[src/rtl/fft_stage_unpack.sv]
// Butterfly-order to natural-order frame unpacker.
// Scatters accepted sample pairs into a frame buffer, then streams it out linearly.
module fft_stage_unpack #(
    parameter int SAMPLES = 16,
    parameter int WIDTH   = 3,
    parameter int STAGE   = 3
) (
    input  logic                       clk,
    input  logic                       reset_n,
    input  logic                       in_valid,
    output logic                       in_ready,
    input  logic [WIDTH-1:0]           in_lo,
    input  logic [WIDTH-1:0]           in_hi,
    input  logic                       in_last,
    output logic                       out_valid,
    input  logic                       out_ready,
    output logic [WIDTH-1:0]           out_data,
    output logic [$clog2(SAMPLES)-1:0] out_index,
    output logic                       out_last,
    output logic                       frame_err
);

    localparam int AW   = $clog2(SAMPLES);
    localparam int PW   = AW - 1;
    localparam int HALF = SAMPLES / 2;

    localparam logic [AW-1:0] J_MASK = AW'((1 << STAGE) - 1);
    localparam logic [AW-1:0] HI_OFF = AW'(1 << STAGE);
    localparam logic [PW-1:0] P_END  = PW'(HALF - 1);
    localparam logic [AW-1:0] R_END  = AW'(SAMPLES - 1);

    typedef enum logic {
        FILL  = 1'b0,
        DRAIN = 1'b1
    } state_t;

    state_t           state_q;
    logic [PW-1:0]    p_q;
    logic [AW-1:0]    r_q;
    logic             in_ready_q;
    logic             out_valid_q;
    logic             frame_err_q;
    logic [WIDTH-1:0] mem_q [SAMPLES];

    logic          in_acc;
    logic          out_acc;
    logic          p_last;
    logic          r_last;
    logic [AW-1:0] p_ext;
    logic [AW-1:0] lo_addr;
    logic [AW-1:0] hi_addr;

    assign in_acc  = in_valid && in_ready_q;
    assign out_acc = out_valid_q && out_ready;
    assign p_last  = (p_q == P_END);
    assign r_last  = (r_q == R_END);

    // Group index lands above the pair-distance bit, offset stays below it.
    assign p_ext   = {1'b0, p_q};
    assign lo_addr = ((p_ext >> STAGE) << (STAGE + 1)) | (p_ext & J_MASK);
    assign hi_addr = lo_addr + HI_OFF;

    always_ff @(posedge clk or negedge reset_n) begin
        if (!reset_n) begin
            state_q     <= FILL;
            p_q         <= '0;
            r_q         <= '0;
            in_ready_q  <= 1'b1;
            out_valid_q <= 1'b0;
            frame_err_q <= 1'b0;
        end else begin
            unique case (state_q)
                FILL: begin
                    if (in_acc) begin
                        if (p_last) begin
                            p_q         <= '0;
                            r_q         <= '0;
                            state_q     <= DRAIN;
                            in_ready_q  <= 1'b0;
                            out_valid_q <= 1'b1;
                            if (!in_last) frame_err_q <= 1'b1;
                        end else begin
                            p_q <= p_q + 1'b1;
                            if (in_last) frame_err_q <= 1'b1;
                        end
                    end
                end
                DRAIN: begin
                    if (out_acc) begin
                        if (r_last) begin
                            r_q         <= '0;
                            state_q     <= FILL;
                            in_ready_q  <= 1'b1;
                            out_valid_q <= 1'b0;
                        end else begin
                            r_q <= r_q + 1'b1;
                        end
                    end
                end
                default: begin
                    state_q <= FILL;
                end
            endcase
        end
    end

    // Frame buffer carries no reset; contents are only read during DRAIN.
    always_ff @(posedge clk) begin
        if (in_acc) begin
            mem_q[lo_addr] <= in_lo;
            mem_q[hi_addr] <= in_hi;
        end
    end

    assign in_ready  = in_ready_q;
    assign out_valid = out_valid_q;
    assign out_index = r_q;
    assign out_data  = out_valid_q ? mem_q[r_q] : '0;
    assign out_last  = out_valid_q && r_last;
    assign frame_err = frame_err_q;

endmodule

[config.mk]
export PLATFORM = sky130hd
export DESIGN_NAME = fft_stage_unpack
export DESIGN_NICKNAME = d
export VERILOG_FILES = /design/src/rtl/fft_stage_unpack.sv
export SDC_FILE = /design/constraint.sdc
export NUM_CORES = 1
export LEC_CHECK = 0
export ABC_AREA = 1
export CAP_MARGIN = 20
export CORE_ASPECT_RATIO = 0.7
export CORE_UTILIZATION = 55
export DETAILED_ROUTE_END_ITERATION = 16
export GPL_TIMING_DRIVEN = 0
export PLACE_DENSITY = 0.75
export SLEW_MARGIN = 20
export SYNTH_ARGS = -nofsm -noshare
export SYNTH_HDL_FRONTEND = slang
export SYNTH_SLANG_ARGS = --single-unit
[constraint.sdc]
create_clock -name clk -period 2.2 [get_ports clk]
set_input_delay 0.55 -clock clk [delete_from_list [all_inputs] [get_ports clk]]
set_output_delay 0.55 -clock clk [all_outputs]
set_load 0.01 [all_outputs]
==> results_dict.tcl, run 1 <==
set metrics [dict create \
    via_per_inst 5.08 \
    die_h_um 60.8 \
    grt_pass1_wl_um 8510 \
    syn_nets 277 \
    cp-startpoint "out_index[0]" \
    portBuffers 21 \
    end_kind "output pin" \
    hpwl_um 3780 \
    critPathArrivalTime_ns 1.78 \
    worst-r2r-cell-count 4 \
    internal-power_mw 1.66 \
    path_depth 11 \
    combPwrFrac_pct 1.6 \
    status "finished, violations left" \
    slew-limit-headroom_pct 23.1 \
    power_density_mw_per_mm2 618 \
    path_clk_slew_ns 0.06 \
    cp.required_ns 1.65 \
    crit_family "buffers and inverters" \
    start_util_pct 57.2 \
    via_count 1895 \
    drive_gt1_share_pct 19.1 \
    setup_viol 3 \
    rows 21 \
    synth_xor_area_share_pct 0.322 \
    h-tree-depth 3 \
    crit_chain "buf_6 > clkinv_8 > buf_12 > buf_8 > nand2_2 > nand2_2 > nand2_1 > nand3_1 > nand3_1 > a21oi_2 > buf_2" \
    p_switching_mw 0.396 \
    yosys.area_share.adder_pct 3.22 \
    r2r_start "p_q[0]" \
    fin_crit_sh_pct 106 \
    yosysUniqueCellTypes 26 \
    tritoncts "done" \
    synth_warnings 0 \
    maxCapViolations 0 \
    antenna_cells 0 \
    synth_top_family_by_area "simple AND/OR/NAND/NOR gates" \
    cts.sinks 59 \
    io_pins 22 \
    seq_area_frac_synth_pct 63.2 \
    worst_slack_ns -0.129 \
    drt_iter0_markers 192 \
    clockBufferDepth 2 \
    rsz0062_at_grt "yes" \
    dp_slack_ns -0.331 \
    grt_start_max_net_pins 12 \
    reg2reg_to "mem_q[12][1]" \
    final_nets 317 \
    ys_ff_latch 59 \
    root_buffer "clkbuf_8" \
    cts.hold.buffers_added 0 \
    grt_overflow 0 \
    finalHoldViolations 0 \
    r2r_setup_slack_ns 0.18 \
    synth-simple-area-share_pct 22.0 \
    critPathKind "reg2out" \
    fin_crit_ns 2.33 \
    syn_area_per_cell_um2 10.5 \
    grt_pass1_vias 1603 \
    numCtsBuffers 9 \
    power_frac_clock_pct 39.6 \
    violations "setup timing" \
    synth-compound-area-share_pct 3.13 \
    critPathSlowestCell "dfrtp_1" \
    timing.fmax_mhz 429 \
    syn_inst 259 \
    firstDrtPassIters 5 \
    skew_ns 0.00723 \
    wl_per_cell_um 15.1 \
    area_growth_pct 22.2 \
    cp_max_fo 6 \
    clkLatencyLatePin_ns 0.33 \
    hp-class "reg2reg" \
    ir_worst_vdd_mv 0.479 \
    worst-path-buf-inv 5 \
    cp-endpoint "out_data[1]" \
    p_total_mw 2.05 \
    routabilityCongestion 0.841 \
    die_area_mm2 0.00524 \
    synthesis.area_mm2 0.00272 \
    worstMarginPinSlew_ns 1.14 \
    swShare_pct 19.3 \
    die_w_um 86.1 \
    p_leak_nw 1.44 \
    worstSetupStartpointType "flop" \
    routed_wirelength_um 5640 \
    seqPwrFrac_pct 58.8 \
    grt_usage_pct 23.6 \
    post-route-util_pct 69.9 \
    drc_errors 0 \
    slowest_delay_ns 0.39 \
    synthMuxAreaShare_pct 0 \
    ant_nets 0 \
    slew_violations 0 \
    antenna_found_initial 0 \
    core_mm2 0.00476 \
]
==> power groups by stage <==
stage	logic, mW	registers (mW)	clock network [mW]
3_3_place_gp	0.0326	1.23	0
5_1_grt	0.0368	1.21	0.880
3_5_place_dp	0.0336	1.23	0
6_report	0.0333	1.21	0.813
4_1_cts	0.0337	1.21	0.829
2_1_floorplan	0.000563	1.23	0
==> cells by family after synthesis <==
logic type	count (synthesis)
flip-flops	59
buffers and inverters	47
adder cells (fa/ha/maj)	7
XOR/XNOR	1
AND/OR/NAND/NOR	131
AO/OA/AOI/OAI	14
==> placed cells by master (no fill, tap or decap), types with 2 or more instances in the layout <==
master / synthesis / layout
nand3_2: 0 / 4
a21oi_1: 5 / 2
nor3_2: 0 / 2
buf_6: 2 / 3
clkdlybuf4s50_1: 0 / 17
nand2_1: 76 / 72
nand2_4: 3 / 3
clkinv_2: 0 / 3
nor2_1: 6 / 6
ha_1: 7 / 7
inv_1: 37 / 36
nand2_2: 2 / 6
o21ai_0: 5 / 5
buf_2: 4 / 5
nand3_1: 34 / 30
clkbuf_8: 0 / 10
dfrtp_1: 10 / 9
a21oi_2: 0 / 3
buf_4: 2 / 9
clkbuf_1: 0 / 3
edfxtp_1: 48 / 48
nor3_1: 7 / 5
==> registers in the layout, summed over array words and instances, names as in the netlist <==
signal / flops
state_q: 1
mem_q: 48
out_valid: 1
in_ready: 1
out_index: 4
frame_err: 1
p_q: 3
==> final cells by class <==
cell class / count / area (um2)
Tap cell: 69 / 86.3
Fill cell: 371 / 1430
Sequential cell: 59 / 1720
Multi-Input combinational cell: 153 / 831
Timing Repair Buffer: 29 / 287
Clock buffer: 13 / 149
Clock inverter: 3 / 15.0
Inverter: 38 / 155
Buffer: 9 / 81.3
==> Yosys cell counts (all sizes together) <==
| library cell | n | area [um2] |
|---|---|---|
| a21o | 1 | 7.51 |
| a21oi | 5 | 25.0 |
| a22oi | 2 | 20.0 |
| buf | 9 | 72.6 |
| dfrtp | 10 | 250 |
| dfstp | 1 | 26.3 |
| edfxtp | 48 | 1440 |
| ha | 7 | 87.6 |
| inv | 38 | 150 |
| nand2 | 81 | 332 |
| nand3 | 34 | 170 |
| nand4 | 1 | 6.26 |
| nor2 | 7 | 42.5 |
| nor3 | 7 | 35.0 |
| nor3b | 1 | 12.5 |
| o21a | 1 | 7.51 |
| o21ai | 5 | 25.0 |
| xor2 | 1 | 8.76 |
==> layer usage <==
layer,vias to the layer above,global-route usage [%],wire length (um)
met5,-,0,0
met4,0,8.10,69
met3,15,7.21,387
met2,65,36.2,2610
met1,885,32.7,2570
li1,930,-,-
==> stage by stage <==
stage / hold slack (ns) / setup TNS [ns] / instance area [um2] / cells
2_1_floorplan: 0.254 / 0 / 2720 / 259
3_5_place_dp: 0.493 / -6.86 / 3020 / 349
3_3_place_gp: 0.442 / -7.31 / 3020 / 349
5_1_grt: 0.515 / -0.657 / 3320 / 373
6_report: 0.503 / -0.363 / 3320 / 373
4_1_cts: 0.508 / -0.396 / 3290 / 373
==> how the worst min path moves through the flow <==
stage	depth (start not counted)	end	startpoint	slack, ns
detailed placement	1	frame_err	frame_err	0.49
finish	1	frame_err	frame_err	0.50
global placement	1	frame_err	frame_err	0.44
global route	1	frame_err	frame_err	0.51
CTS	1	frame_err	frame_err	0.51
floorplan	0	frame_err	reset_n	0.25
==> what timing repair did <==
item	in CTS	in global routing
buffers inserted	7	0
cloned	1	0
pin swaps	3	6
resized for setup	24	7
setup endpoints to repair	4	3
(Power assumes the default switching activity.)
==> inputs of run 2 (changes only) <==
Settings changed: SETUP_SLACK_MARGIN from default to 0.02.
==> results of run 2 <==
Final layout, timing and power as in run 1 (identical DEF).
